`src/rtl/eqv_miter_pkg.sv`:
```
// Shared types and the per-lane compare used by the stream miter.
package eqv_miter_pkg;

  typedef enum logic [1:0] {
    StIdle  = 2'd0,
    StRun   = 2'd1,
    StDrain = 2'd2,
    StDone  = 2'd3
  } state_e;

  typedef enum logic [1:0] {
    ErrNone      = 2'd0,
    ErrMismatch  = 2'd1,
    ErrUnderflow = 2'd2,
    ErrOverflow  = 2'd3
  } err_e;

  // Lanes narrower than this are zero-extended by the caller; zeros always compare equal.
  localparam int unsigned LaneMaxW = 64;

  function automatic logic lane_mismatch(input logic [LaneMaxW-1:0] gold,
                                         input logic [LaneMaxW-1:0] gate,
                                         input logic [LaneMaxW-1:0] xmask);
    return |(~xmask & (gold ^ gate));
  endfunction

endpackage

```
`src/rtl/eqv_gold_fifo.sv`:
```
// Gold-sample FIFO with empty-FIFO bypass; full/empty via an extra pointer wrap bit.
module eqv_gold_fifo #(
  parameter int unsigned DEPTH = 8,
  parameter int unsigned DW    = 64
) (
  input  logic                   clk,
  input  logic                   rst,
  input  logic                   clear,
  input  logic                   push,
  input  logic                   pop,
  input  logic [DW-1:0]          wdata,
  output logic [DW-1:0]          rdata,
  output logic                   full,
  output logic                   empty,
  output logic [$clog2(DEPTH):0] level
);
  localparam int unsigned AW = $clog2(DEPTH);
  localparam logic [AW:0] PtrOne = (AW + 1)'(1);

  logic [DW-1:0] mem [DEPTH];
  logic [AW:0]   wr_ptr_q, rd_ptr_q;
  logic          wr_en, rd_en, bypass;

  assign level  = wr_ptr_q - rd_ptr_q;
  assign empty  = (wr_ptr_q == rd_ptr_q);
  assign full   = (wr_ptr_q[AW] != rd_ptr_q[AW]) && (wr_ptr_q[AW-1:0] == rd_ptr_q[AW-1:0]);
  // Push and pop on an empty FIFO hand the incoming word straight to the reader.
  assign bypass = push & pop & empty;
  assign wr_en  = push & ~bypass & (~full | pop);
  assign rd_en  = pop & ~empty;
  assign rdata  = bypass ? wdata : mem[rd_ptr_q[AW-1:0]];

  always_ff @(posedge clk) begin
    if (wr_en) mem[wr_ptr_q[AW-1:0]] <= wdata;
  end

  always_ff @(posedge clk or posedge rst) begin
    if (rst) begin
      wr_ptr_q <= '0;
      rd_ptr_q <= '0;
    end else if (clear) begin
      wr_ptr_q <= '0;
      rd_ptr_q <= '0;
    end else begin
      if (wr_en) wr_ptr_q <= wr_ptr_q + PtrOne;
      if (rd_en) rd_ptr_q <= rd_ptr_q + PtrOne;
    end
  end

endmodule

```
`src/rtl/eqv_stream_miter.sv`:
```
// Sequential miter: buffers gold samples, compares each against the next gate sample
// with gold don't-care masking, and latches the first error.
module eqv_stream_miter
  import eqv_miter_pkg::*;
#(
  parameter int unsigned WIDTH    = 8,
  parameter int unsigned CHANNELS = 4,
  parameter int unsigned DEPTH    = 8,
  parameter int unsigned CNT_W    = 16
) (
  input  logic                      clk,
  input  logic                      rst,
  input  logic                      start,
  input  logic                      stop,
  input  logic                      gold_valid,
  input  logic [CHANNELS*WIDTH-1:0] gold_data,
  input  logic [CHANNELS*WIDTH-1:0] gold_xmask,
  input  logic                      gate_valid,
  input  logic [CHANNELS*WIDTH-1:0] gate_data,
  output logic [1:0]                state_o,
  output logic                      pass,
  output logic                      fail,
  output logic [1:0]                err_code,
  output logic [CHANNELS-1:0]       fail_chan,
  output logic [CNT_W-1:0]          fail_index,
  output logic [CNT_W-1:0]          cmp_count,
  output logic [$clog2(DEPTH):0]    fifo_level
);
  localparam int unsigned DW = CHANNELS * WIDTH;
  localparam int unsigned LW = $clog2(DEPTH) + 1;
  localparam logic [LW-1:0]    LvlOne = LW'(1);
  localparam logic [CNT_W-1:0] CntOne = CNT_W'(1);
  localparam logic [CNT_W-1:0] CntMax = '1;

  state_e               state_q, state_d;
  err_e                 err_q, err_d;
  logic                 fail_q;
  logic [CHANNELS-1:0]  fail_chan_q, chan_d;
  logic [CNT_W-1:0]     fail_index_q, cmp_count_q;
  logic                 clear, push, pop, cmp_en, underflow, overflow;
  logic                 fifo_full, fifo_empty;
  logic [2*DW-1:0]      head;
  logic [DW-1:0]        head_data, head_mask;
  logic [CHANNELS-1:0]  lane_mis;

  assign clear = start & ((state_q == StIdle) | (state_q == StDone));
  assign push  = gold_valid & (state_q == StRun);
  assign pop   = gate_valid & ((state_q == StRun) | (state_q == StDrain));

  eqv_gold_fifo #(
    .DEPTH (DEPTH),
    .DW    (2 * DW)
  ) u_fifo (
    .clk   (clk),
    .rst   (rst),
    .clear (clear),
    .push  (push),
    .pop   (pop),
    .wdata ({gold_xmask, gold_data}),
    .rdata (head),
    .full  (fifo_full),
    .empty (fifo_empty),
    .level (fifo_level)
  );

  assign head_data = head[DW-1:0];
  assign head_mask = head[2*DW-1:DW];
  assign cmp_en    = pop & (~fifo_empty | push);
  assign underflow = pop & fifo_empty & ~push;
  assign overflow  = push & fifo_full & ~pop;

  always_comb begin
    lane_mis = '0;
    for (int c = 0; c < CHANNELS; c++) begin
      lane_mis[c] = lane_mismatch(LaneMaxW'(head_data[c*WIDTH +: WIDTH]),
                                  LaneMaxW'(gate_data[c*WIDTH +: WIDTH]),
                                  LaneMaxW'(head_mask[c*WIDTH +: WIDTH]));
    end
  end

  always_comb begin
    err_d  = ErrNone;
    chan_d = '0;
    if (cmp_en && |lane_mis) begin
      err_d  = ErrMismatch;
      chan_d = lane_mis;
    end else if (underflow) begin
      err_d = ErrUnderflow;
    end else if (overflow) begin
      err_d = ErrOverflow;
    end
  end

  always_ff @(posedge clk or posedge rst) begin
    if (rst) begin
      err_q        <= ErrNone;
      fail_q       <= 1'b0;
      fail_chan_q  <= '0;
      fail_index_q <= '0;
      cmp_count_q  <= '0;
    end else if (clear) begin
      err_q        <= ErrNone;
      fail_q       <= 1'b0;
      fail_chan_q  <= '0;
      fail_index_q <= '0;
      cmp_count_q  <= '0;
    end else begin
      if (cmp_en && cmp_count_q != CntMax) cmp_count_q <= cmp_count_q + CntOne;
      // Only the first error is recorded; fail_index is the pre-increment count.
      if (!fail_q && err_d != ErrNone) begin
        fail_q       <= 1'b1;
        err_q        <= err_d;
        fail_chan_q  <= chan_d;
        fail_index_q <= cmp_count_q;
      end
    end
  end

  always_comb begin
    state_d = state_q;
    unique case (state_q)
      StIdle, StDone: if (start) state_d = StRun;
      StRun: begin
        if (fail_q)    state_d = StDone;
        else if (stop) state_d = StDrain;
      end
      StDrain: begin
        if (fail_q || fifo_empty || (fifo_level == LvlOne && pop)) state_d = StDone;
      end
      default: state_d = StIdle;
    endcase
  end

  always_ff @(posedge clk or posedge rst) begin
    if (rst) state_q <= StIdle;
    else     state_q <= state_d;
  end

  assign state_o    = state_q;
  assign pass       = (state_q == StDone) & ~fail_q;
  assign fail       = fail_q;
  assign err_code   = err_q;
  assign fail_chan  = fail_chan_q;
  assign fail_index = fail_index_q;
  assign cmp_count  = cmp_count_q;

endmodule

```
`config.mk`:
```
export PLATFORM = sky130hd
export DESIGN_NAME = eqv_stream_miter
export DESIGN_NICKNAME = d
export VERILOG_FILES = /design/src/rtl/eqv_miter_pkg.sv /design/src/rtl/eqv_gold_fifo.sv /design/src/rtl/eqv_stream_miter.sv
export SDC_FILE = /design/constraint.sdc
export NUM_CORES = 1
export LEC_CHECK = 0
export BUFFER_PORTS_ARGS = -buffer_cell sky130_fd_sc_hd__buf_2
export CAP_MARGIN = 20
export CORE_UTILIZATION = 55
export DETAILED_ROUTE_END_ITERATION = 12
export GPL_ROUTABILITY_DRIVEN = 0
export HOLD_SLACK_MARGIN = 0.03
export PLACE_DENSITY = 0.8
export SLEW_MARGIN = 10
export SYNTH_ARGS = -nofsm -noshare
export SYNTH_HDL_FRONTEND = slang
export SYNTH_SLANG_ARGS = --single-unit
```
`constraint.sdc`:
```
create_clock -name clk -period 11.8 [get_ports clk]
set_clock_uncertainty 0.1 [all_clocks]
set_input_delay 1.18 -clock clk [delete_from_list [all_inputs] [get_ports clk]]
set_output_delay 1.18 -clock clk [all_outputs]
set_load 0.005 [all_outputs]
```
# Word level (Yosys, flattened, before mapping)
# Memory sizes are Yosys's and may differ from the RTL's.
# Cells that the tools add are included.
# word_totals
memories	1
reg_bits	49
wordCells	107
ram_bits	512
latch_bits	0
rom_bits	0
# mem_list
memory	words	width	rd	rd_ports_with_merged_regs	wr	line_no	text
u_fifo.mem	8	64	1	0	1	eqv_gold_fifo.sv:20	logic [DW-1:0] mem [DEPTH];
# op_classes
n_addsub	4
reduce_logical	21
n_div	0
shifts	0
n_mul	0
muxes	26
n_lt_le_gt_ge	0
bitwise	36
eq_ne	11
# ops
op	n
64-bit by 8-bit bitwise AND with 64-bit output	4
8-bit NOT with 64-bit output	4
256-bit OR reduction	1
64-bit OR reduction	4
16-bit 2-to-1 mux	4
64-bit 2-to-1 mux	1
8-bit XOR	4
4-bit 2-to-1 mux	7
2-bit 2-to-1 mux	9
16-bit by 1-bit adder with 16-bit output, second input constant	1
16-bit != test, second input constant	1
1-bit bitwise AND	14
2-bit nonzero test	5
4-bit by 1-bit adder with 4-bit output, second input constant	2
1-bit NOT	6
2-bit one-hot mux with 3 select lines	1
1-bit logical AND	5
2-bit == test, second input constant	2
4-bit by 1-bit == test with 1-bit output, second input constant	1
4-bit == test	1
1-bit 2-to-1 mux	4
1-bit bitwise OR	4
4-bit subtractor	1
3-bit == test	1
10 further kinds	11

# Longest topological paths before layout
# Gate-level depths: netlist of the first run.
# depth
depth_word	15
ltp_mapped	16

# Hierarchy
# A second synthesis of the first run with hierarchy kept.
# unflattened
cells_unflattened	1377
hier_area_um2	23483.8
# by_module_without_submodules
module	cells_each	n_inst	area_per_inst_um2	seq_area_each_um2
eqv_gold_fifo	1023	1	20424.6	15574.9
eqv_stream_miter	354	1	3059.2	1026.0

# Least setup slack after synthesis of the first run
# Ideal clock, no wire load.
# synth_timing
path_kind	reg2reg
startpoint	reg u_fifo.rd_ptr_q[1]
endpoint	mem u_fifo.mem[0][0] (enable)
path_slack_ps	4418
arrival_ps	6718
path_stages_with_launch	11
setup_ps	565
n_path_buf	4
required_ps	11135
cell_sequence	dfrtp_1 -> buf_2 -> buf_2 -> inv_1 -> clkbuf_1 -> clkbuf_1 -> ha_1 -> and3_1 -> a21oi_1 -> nand2b_1 -> nor3_1
# synth_via
elab_chain_len	7
elab_cells_between_ends	11
cone_classes	eq/ne (2); mux (2); bitwise (6); reduce/logical (1)
# synth_lines
item	line_no	text
start: declaration	eqv_gold_fifo.sv:21	logic [AW:0] wr_ptr_q, rd_ptr_q;
start signal: assignment	eqv_gold_fifo.sv:46	if (rd_en) rd_ptr_q <= rd_ptr_q + PtrOne;
4-bit == test / 3-bit == test (equally long branches)	eqv_gold_fifo.sv:25, eqv_gold_fifo.sv:26	
1-bit bitwise AND / 1-bit logical AND (equally long branches)	eqv_gold_fifo.sv:28, eqv_gold_fifo.sv:26	
1-bit NOT	eqv_gold_fifo.sv:29	assign wr_en = push & ~bypass & (~full | pop);
1-bit bitwise AND / 1-bit bitwise OR (equally long branches)	eqv_gold_fifo.sv:29	
1-bit bitwise AND (*)	eqv_gold_fifo.sv:29	
1-bit 2-to-1 mux (*)	eqv_gold_fifo.sv:34	if (wr_en) mem[wr_ptr_q[AW-1:0]] <= wdata;
1-bit 2-to-1 mux (implied by the code) (*)	eqv_gold_fifo.sv:34	
end: declaration	eqv_gold_fifo.sv:20	
# Mark *: on every way between the ends. The rest lies on a longest branch, timed or not.

# Final worst setup path of the first run
# layout_timing
startpoint	reg u_fifo.rd_ptr_q[0]
endpoint	reg fail_chan_q[1], in the netlist fail_chan[1]
# layout_via
elab_chain_len	11
elab_cells_between_ends	37
cone_classes	eq/ne (2); mux (7); bitwise (20); reduce/logical (7); memory (1)
# layout_lines
item	line_no	text
parallel branches: the longest is 11 deep, another holds memory read 8 x 64 bit	-	
end signal: assignment	eqv_stream_miter.sv:113	fail_chan_q <= chan_d;
end: declaration	eqv_stream_miter.sv:38	logic [CHANNELS-1:0] fail_chan_q, chan_d;
# Several ways; the timed one is not identified. The select of a mux whose other input is x is not followed.
# A chain may end at the register's enable or synchronous reset.

==> results of run 1 <==
[cells in the final DEF, fill, tap and decap left out, types with 18 or more instances in the layout]
| cell type | instances |
|---|---|
| nor2_1 | 61 |
| dfrtp_1 | 47 |
| edfxtp_1 | 512 |
| nor3_1 | 21 |
| buf_2 | 147 |
| inv_1 | 18 |
| clkbuf_16 | 57 |
| o22ai_1 | 25 |
| xnor2_1 | 165 |
| xor2_1 | 30 |
| nand2_1 | 39 |
| mux2i_1 | 34 |
| mux4_2 | 58 |
[where the power goes]
group	total [mW]	switching [mW]	internal, mW	leakage [nW]
clock network	1.70	0.718	0.982	0.836
registers	2.37	0.0943	2.27	5.28
logic	1.13	0.648	0.478	2.49
[flip-flops by register name (all words and copies together) (netlist names)]
signal and flops:
u_fifo.mem 512, cmp_count 16, fail_index 16, fail_chan 4, u_fifo.rd_ptr_q 4, u_fifo.wr_ptr_q 4, err_code 2, state_o 2
fail 1
[layout make-up]
class | instances | area [sq um]
inverters | 19 | 71.32
fillers | 2765 | 15020
diodes | 1 | 2.502
repair buffers | 165 | 883.3
clock buffers | 74 | 1520
well taps | 532 | 665.6
flip-flops and latches | 561 | 16610
multi-input cells | 666 | 5947
clock inverters | 23 | 209.0
[stage by stage]
| step | setup slack (ps) | area, sq um | hold WS (ps) |
|---|---|---|---|
| 3_5_place_dp | 7073 | 24160 | 378.9 |
| 3_3_place_gp | 7170 | 24160 | 358.3 |
| 4_1_cts | 6982 | 25880 | 393.3 |
| 6_report | 7006 | 25910 | 392.3 |
| 2_1_floorplan | 4418 | 22910 | 373.9 |
| 5_1_grt | 6597 | 25910 | 408.4 |
[worst max-delay path by stage]
stage,from,end,slack [ps],depth (start not counted)
global route,u_fifo.rd_ptr_q[0]$_DFFE_PP0P_,fail_index[0]$_DFFE_PP0P_,6600,10
global placement,u_fifo.rd_ptr_q[0]$_DFFE_PP0P_,fail_index[8]$_DFFE_PP0P_,7170,10
detailed placement,u_fifo.rd_ptr_q[0]$_DFFE_PP0P_,fail_chan[1]$_DFFE_PP0P_,7070,10
CTS,u_fifo.rd_ptr_q[0]$_DFFE_PP0P_,fail_chan[1]$_DFFE_PP0P_,6980,10
finish,u_fifo.rd_ptr_q[0]$_DFFE_PP0P_,fail_chan[1]$_DFFE_PP0P_,7010,10
floorplan,u_fifo.rd_ptr_q[1]$_DFFE_PP0P_,u_fifo.mem[0][0]$_DFFE_PP_,4420,10
[worst max-delay path, stage by stage (launching register included)]
cell	delay (ps)
dfrtp_4	980
buf_4	770
inv_1	710
mux4_2	470
o21ai_0	250
nand4b_1	290
a22oi_2	340
o211ai_2	160
o21ai_1	170
buf_4	260
o2bb2ai_1	160
[metal layers]
layer | share of wire [%] | routed length (microns)
met1 | 39 | 19750
met2 | 49 | 24630
met3 | 9.0 | 4539
met4 | 3.1 | 1589
met5 | 0.044 | 22
[cells by family after synthesis]
logic type               count (synthesis)  synth area share [%]
AO/OA/AOI/OAI                          158                 5.309
XOR/XNOR                               196                 7.526
adder cells (fa/ha/maj)                 10                0.5790
buffers and inverters                   83                 1.813
flip-flops                             561                 72.47
multiplexers                           100                 8.105
AND/OR/NAND/NOR                        202                 4.200
==> flow_summary.json, run 1 <==
{
  "wl_per_cell_microns": 24.75,
  "arrival_ps": 5210,
  "pin_count": 148,
  "synth_area_leaders": "edfxtp_1 (67%), xnor2_1 (6.3%), mux4_2 (5.7%)",
  "grt_overflow": 0,
  "clock_path_buffers": 3,
  "die-area_sq_um": 42470,
  "std_cell_rows": 74,
  "avgSynthCellArea_sq_um": 17.49,
  "met2_usage_pct": 39.60,
  "post_cts_buffers": 0,
  "grt_max_degree": 65,
  "drt.antenna.violating_nets": 0,
  "slew_headroom_pct": 24.85,
  "grt_use_met1_pct": 32.41,
  "drtIter0Drc": 1342,
  "worstSetupPathType": "flop to flop",
  "place_inst": 1942,
  "ys_top_cells_by_count": "edfxtp_1 (512), xnor2_1 (165), nor2_1 (67)",
  "async_flop_share_pct": 8.734,
  "power.density_nw_per_um2": 200.5,
  "rsz0062_at_grt": "false",
  "cts-htree-levels": 2,
  "nets": 1579,
  "rr_endpoint": "fail_chan[1]$_DFFE_PP0P_",
  "wl_mm": 50.52,
  "grt-busiest-layer": "met2",
  "core-area_sq_um": 40920,
  "cp-end-kind": "flop",
  "drt_first_pass_iters": 6,
  "netlist_instances": 1310,
  "synth_top_flop_cell": "edfxtp_1",
  "drv_slew": 0,
  "worst_setup_path_start_kind": "flop",
  "finalHoldViolCount": 0,
  "fin_cells": 2041,
  "worstPathRequired_ps": 12210,
  "tightest_slew_ps": 1127,
  "status": "finished clean",
  "use_met3_pct": 4.068,
  "numPortBuffers": 147,
  "peakVddDrop_uv": 122.0,
  "dr_total_vias": 12590,
  "rr_worst_depth": 10,
  "yosys.cell_count.top_type": "edfxtp_1",
  "fp.dieH_microns": 206.1,
  "syn-num-nets": 1422,
  "hold_class": "flop to flop",
  "leakagePower_nw": 8.600,
  "clkTransAtPathRegs_ps": 60,
  "min_from": "fail_chan[0]$_DFFE_PP0P_",
  "yosysUniqueCellTypes": 68,
  "yosysWarnings": 0,
  "cts_sinks": 561,
  "syn_area_sq_um": 22910,
  "yosys_register_bits": 561,
  "yosysSeqAreaShare_pct": 72.47,
  "fmax_mhz": 208.6,
  "finalCriticalPeriod_ps": 4794,
  "grt_pass1_wl_mm": 75.76,
  "drive_gt1_share_pct": 21.62,
  "first_global_vias": 12820,
  "grt.total_usage_pct": 24.18,
  "grt_antenna_before_repair": 3,
  "clkLatencyLatePin_ps": 600,
  "numCtsBuffers": 54,
  "fin_crit_sh_pct": 40.63,
  "hold-path-cell-count": 1,
  "yosysTopAreaCell": "edfxtp_1",
  "cp_max_fo": 46,
  "cts_tree": "yes",
  "dp_hpwl_mm": 28.69,
  "cts_root_buf": "clkbuf_16",
  "whs_endpoint": "fail_chan[0]$_DFFE_PP0P_",
  "synth_edf_count": 512,
  "start_util_pct": 55.98,
  "cts_hold_buf": 0,
  "via_per_inst": 6.167,
  "r2r_slack_ps": 7010,
  "areaGrowthSynthToFinish_pct": 13.09,
  "synth_top_area_share_pct": 67.11,
  "fin_util_pct": 63.31,
  "cts_resized": 0,
  "total_power_mw": 5.194,
  "drv_cap": 0,
  "r2r-start": "u_fifo.rd_ptr_q[0]$_DFFE_PP0P_",
  "drc_errors": 0,
  "setup_tns_ps": 0,
  "setup_violations": 0,
  "die_x_microns": 206.1
}
(Power assumes the default switching activity.)
==> inputs of run 2 (changes only) <==
==> constraint.sdc (replaced) <==
create_clock -name clk -period 4.9 [get_ports clk]
set_clock_uncertainty 0.1 [all_clocks]
set_input_delay 0.49 -clock clk [delete_from_list [all_inputs] [get_ports clk]]
set_output_delay 0.49 -clock clk [all_outputs]
set_load 0.005 [all_outputs]
==> run 2 against run 1 <==
Net effect:
- utilization is 0.49 points higher
- sequential share of layout area is 0.49 points lower
- register-to-register slack worse by 6100 ps
- clock power is 140% higher
- via count is 1.2% lower
- non-clock buffer count is 9 higher
- critical path depth is 1 higher
- first-iteration DRC count is 6.9% lower
- largest cell class unchanged
==> flow_summary.json, run 2 (same netlist as run 1, synthesis figures left out) <==
{
  "via_per_inst": 6.046,
  "layout_setup_ws_ps": 941.3,
  "worstSetupPathType": "flop to flop",
  "total_power_mw": 12.46,
  "fin_crit_sh_pct": 80.79,
  "hold-path-cell-count": 1,
  "dpl_worst_slack_ps": 1000,
  "clkLatencyLatePin_ps": 590,
  "setup_violations": 0,
  "cts_sinks": 561,
  "power.density_nw_per_um2": 477.5,
  "whs_ps": 96.15,
  "cts_root_buf": "clkbuf_16",
  "worstPathRequired_ps": 5330,
  "slew_headroom_pct": 42.91,
  "rr_endpoint": "fail_index[11]$_DFFE_PP0P_",
  "fin_cells": 2056,
  "drv_cap": 0,
  "cp_max_fo": 45,
  "drt_first_pass_iters": 9,
  "pin_count": 148,
  "core-area_sq_um": 40920,
  "path_cells": "ha_1, and3_1, nand4_1, o31ai_1, or4_4, a2111oi_4, a21o_4, o211ai_2, o21ai_1, buf_4, a22o_1",
  "hold_class": "input port to flop",
  "drive_gt1_share_pct": 22.08,
  "start_util_pct": 55.98,
  "areaGrowthSynthToFinish_pct": 13.96,
  "arrival_ps": 4390,
  "rr_worst_depth": 11,
  "r2r-start": "u_fifo.rd_ptr_q[0]$_DFFE_PP0P_",
  "placed_cell_area_sq_um": 24350,
  "cts_resized": 0,
  "clkTransAtPathRegs_ps": 60,
  "grt.total_usage_pct": 23.45,
  "rsz0062_at_grt": "false",
  "dr_total_vias": 12430,
  "cp-end-kind": "flop",
  "slowest_stage": "dfrtp_4",
  "fin_area_sq_um": 26110,
  "drtIter0Drc": 1249,
  "fill_cells": 2747,
  "numPortBuffers": 147,
  "layout_commonest_cell": "edfxtp_1",
  "finalCriticalPeriod_ps": 3959,
  "dp_hpwl_mm": 29.51,
  "status": "finished clean",
  "die-area_sq_um": 42470,
  "r2r_slack_ps": 940,
  "whs_endpoint": "u_fifo.mem[7][50]$_DFFE_PP_",
  "grt_pass1_wl_mm": 73.84,
  "cts-htree-levels": 2,
  "layout_common_cells": "edfxtp_1 (512), xnor2_1 (165), buf_2 (147)",
  "slowest_delay_ps": 930,
  "drt.antenna.violating_nets": 0,
  "cts_tree": "yes",
  "std_cell_rows": 74,
  "drv_slew": 0,
  "tightest_slew_ps": 848.5,
  "grt_antenna_before_repair": 2,
  "min_from": "gold_xmask[18]",
  "peakVddDrop_uv": 328.7,
  "grt_max_degree": 66,
  "grt_overflow": 0,
  "numCtsBuffers": 54,
  "wl_per_cell_microns": 23.61,
  "worst_setup_path_start_kind": "flop",
  "largest_reg_flops": 512,
  "place_inst": 1950,
  "wl_mm": 48.54,
  "leakagePower_nw": 8.664,
  "fmax_mhz": 252.6,
  "fp.dieH_microns": 206.1,
  "nets": 1588,
  "first_global_vias": 12490,
  "die_x_microns": 206.1,
  "finalHoldViolCount": 0,
  "clock_path_buffers": 3,
  "drc_errors": 0
}
[run 2: how the worst max path moves through the flow]
| stage | from | slack [ps] | endpoint |
|---|---|---|---|
| global placement | u_fifo.rd_ptr_q[0]$_DFFE_PP0P_ | 990 | fail_index[10]$_DFFE_PP0P_ |
| detailed placement | u_fifo.rd_ptr_q[0]$_DFFE_PP0P_ | 1000 | fail_chan[1]$_DFFE_PP0P_ |
| finish | u_fifo.rd_ptr_q[0]$_DFFE_PP0P_ | 940 | fail_index[11]$_DFFE_PP0P_ |
| global route | u_fifo.rd_ptr_q[0]$_DFFE_PP0P_ | 650 | fail_chan[1]$_DFFE_PP0P_ |
| CTS | u_fifo.rd_ptr_q[0]$_DFFE_PP0P_ | 960 | fail_index[11]$_DFFE_PP0P_ |
| floorplan | u_fifo.rd_ptr_q[1]$_DFFE_PP0P_ | -780 | u_fifo.mem[5][0]$_DFFE_PP_ |
[run 2: cell type report]
| type | count | area [sq um] | area share, % |
|---|---|---|---|
| Inverter | 19 | 71.32 | 0.2732 |
| Tap cell | 532 | 665.6 | 2.550 |
| Clock inverter | 31 | 292.8 | 1.121 |
| Multi-Input combinational cell | 666 | 5959 | 22.83 |
| Timing Repair Buffer | 174 | 1079 | 4.131 |
| Sequential cell | 561 | 16610 | 63.62 |
| Clock buffer | 71 | 1425 | 5.459 |
| Antenna cell | 2 | 5.005 | 0.01917 |
[run 2: layer usage]
metal	share of wire [%]	vias up	track usage (%)
met5	0.021	-	0
met4	2.1	2	7.379
met3	6.5	82	3.327
met2	49	502	38.71
met1	42	6397	32.45
li1	-	5447	-
[run 2: what timing repair did]
action / CTS / global route
hold buffers: 0 / 1
endpoints found under the hold margin: 0 / 16
buffers inserted: 0 / 0
[run 2: metrics by stage]
step | setup TNS (ps) | utilization [%]
after CTS | 0 | 63.71
after detailed placement | 0 | 59.51
after global routing | 0 | 63.79
final | 0 | 63.79
after global placement | 0 | 59.51
after floorplan | -315470 | -
[run 2: critical path, delay by kind of cell, from the launching register on]
family	cells	cell delay, ps
buffers and inverters	1	260
AND/OR/NAND/NOR	3	1130
adder cells (fa/ha/maj)	1	380
flip-flops	1	930
AO/OA/AOI/OAI	6	1060
[run 2: power breakdown]
group | switching (mW) | leakage [nW] | internal (mW)
Sequential | 0.234 | 5.28 | 5.48
Clock | 1.71 | 0.835 | 2.32
Combinational | 1.54 | 2.55 | 1.19
Total | 3.48 | 8.66 | 8.98
==> inputs of run 3 (changes only) <==
--- a/config.mk
+++ b/config.mk
@@ -11,7 +11,7 @@
 export DETAILED_ROUTE_END_ITERATION = 12
 export GPL_ROUTABILITY_DRIVEN = 0
 export HOLD_SLACK_MARGIN = 0.03
-export PLACE_DENSITY = 0.8
+export PLACE_DENSITY = 0.83
 export SLEW_MARGIN = 10
 export SYNTH_ARGS = -nofsm -noshare
 export SYNTH_HDL_FRONTEND = slang
==> constraint.sdc (replaced) <==
create_clock -name clk -period 3.45 [get_ports clk]
set_clock_uncertainty 0.1 [all_clocks]
set_input_delay 0.345 -clock clk [delete_from_list [all_inputs] [get_ports clk]]
set_output_delay 0.345 -clock clk [all_outputs]
set_load 0.005 [all_outputs]
==> run 3 against run 2 <==
Net effect:
- the run now ends with setup timing left
- final cell count rose by 5.2%
- first-iteration DRC count rose by 21%
- largest cell class unchanged
- sequential cell count stayed put
- critical endpoint unchanged
- non-clock buffer count rose by 113
- utilization increased by 3.6 points
==> flow_summary.json, run 3 (same netlist as run 1, synthesis figures left out) <==
{
  "fmax_mhz": 287.3,
  "dp_hpwl_mm": 31.13,
  "grt.total_usage_pct": 25.62,
  "layout_common_cells": "edfxtp_1 (512), xnor2_1 (157), buf_2 (147)",
  "top_layer_used": "met4",
  "routed-wl-met3_mm": 4.636,
  "layout_setup_ws_ps": -30.90,
  "total_power_mw": 18.80,
  "fin_crit_sh_pct": 100.9,
  "arrival_ps": 3880,
  "numPortBuffers": 147,
  "nets": 1700,
  "largest_reg_flops": 512,
  "cts_tree": "yes",
  "power.density_nw_per_um2": 681.7,
  "start_util_pct": 55.98,
  "dr_wl_met2_mm": 28.16,
  "path_cells": "buf_12, buf_12, mux4_2, xnor2_1, o32ai_1, nor4_1, and4_4, o211a_4, o21ai_4, buf_12, a22o_1",
  "wl_met1_mm": 20.92,
  "via_per_inst": 6.149,
  "leakagePower_nw": 9.368,
  "setup_violations": 16,
  "drt.antenna.violating_nets": 0,
  "placed_cell_area_sq_um": 24740,
  "finalHoldViolCount": 0,
  "die_x_microns": 206.1,
  "clkTransAtPathRegs_ps": 60,
  "fin_cells": 2163,
  "cp-end-kind": "flop",
  "numCtsBuffers": 53,
  "drive_gt1_share_pct": 25.34,
  "grt_antenna_before_repair": 2,
  "peakVddDrop_uv": 424.3,
  "worstPathRequired_ps": 3850,
  "pin_count": 148,
  "violations": "setup timing",
  "drc_errors": 0,
  "core-area_sq_um": 40920,
  "status": "finished, violations left",
  "clock_path_buffers": 3,
  "worstSetupPathType": "flop to flop",
  "die-area_sq_um": 42470,
  "drv_slew": 0,
  "clkLatencyLatePin_ps": 620,
  "slew_headroom_pct": 44.93,
  "grt_max_degree": 58,
  "layout_commonest_cell": "edfxtp_1",
  "seqCellArea_sq_um": 16610,
  "cts-htree-levels": 2,
  "slowest_delay_ps": 530,
  "fp.dieH_microns": 206.1,
  "wl_per_cell_microns": 25.81,
  "first_global_vias": 13390,
  "drt_first_pass_iters": 5,
  "path_common_cell": "buf_12",
  "dr_total_vias": 13300,
  "drtIter0Drc": 1510,
  "fin_area_sq_um": 27580,
  "std_cell_rows": 74,
  "tightest_slew_ps": 819.1,
  "grt_pass1_wl_mm": 79.94,
  "worst_setup_path_start_kind": "flop",
  "slowest_stage": "mux4_2",
  "fill_cells": 2514,
  "multiInputGateArea_sq_um": 6106,
  "cts_sinks": 561,
  "wl_mm": 55.84,
  "finalCriticalPeriod_ps": 3481,
  "cts_root_buf": "clkbuf_16",
  "cp_max_fo": 18,
  "setup_tns_ps": -274.5,
  "hold_class": "input port to asynchronous set/reset pin",
  "areaGrowthSynthToFinish_pct": 20.41,
  "place_inst": 1977,
  "grt_overflow": 0,
  "drv_cap": 0
}
==> run 3: repair_timing <==
item / in CTS / in global routing
endpoints found under the setup margin: 21 / 22
buffers inserted: 3 / 12
gates resized for setup: 6 / 19
hold buffers: 66 / 0
pin swaps: 5 / 8
endpoints found under the hold margin: 563 / 0
gates cloned: 4 / 2
==> run 3: final timing paths <==
kind	cells past startpoint	slack (ps)	startpoint	end
max in group asynchronous	4	2650	rst	u_fifo.rd_ptr_q[0]$_DFFE_PP0P_
min	3	90	rst	cmp_count[5]$_DFFE_PP0P_
max	11	-30	u_fifo.rd_ptr_q[0]$_DFFE_PP0P_	fail_index[11]$_DFFE_PP0P_
max reg2reg	11	-30	u_fifo.rd_ptr_q[0]$_DFFE_PP0P_	fail_index[11]$_DFFE_PP0P_
min reg2reg	1	390	fail_chan[3]$_DFFE_PP0P_	fail_chan[3]$_DFFE_PP0P_
min in group clk	4	90	stop	state_o[1]$_DFFE_PP0P_
==> run 3: metrics by stage <==
step	utilization (%)	hold WS, ps	setup slack, ps
after floorplan	-	343.9	-437.2
after global placement	60.45	370.2	57.04
after detailed placement	60.45	376.7	33.43
after CTS	66.68	65.83	13.01
after global routing	67.39	131.8	-72.04
final	67.40	94.26	-30.90
==> run 3: cell type report <==
class | instances | share of cell area (%)
Inverter | 19 | 0.2676
Clock inverter | 29 | 1.102
Timing Repair Buffer | 287 | 8.669
Sequential cell | 561 | 60.21
Antenna cell | 1 | 0.009072
Tap cell | 532 | 2.413
Multi-Input combinational cell | 666 | 22.14
Clock buffer | 68 | 5.189
==> run 3: per-layer routing <==
metal / vias to the layer above / track usage (%)
li1: 5660 / -
met1: 6770 / 33.08
met2: 731 / 43.06
met3: 139 / 4.730
met4: 0 / 10.19
met5: - / 0
==> run 3: report_power, final <==
part | total [mW] | switching, mW | leakage [nW] | internal, mW
sequential | 7.97 | 0.196 | 5.28 | 7.78
clock | 5.84 | 2.52 | 0.850 | 3.32
combinational | 4.99 | 2.71 | 3.24 | 2.27
total | 18.8 | 5.43 | 9.37 | 13.4
==> run 3: critical path, delay by kind of cell (launching register included) <==
family	cells	cell delay (ps)
xor+xnor	1	220
mux	1	530
flops	1	480
buf+inv	3	530
simple gates	2	850
compound gates	4	620
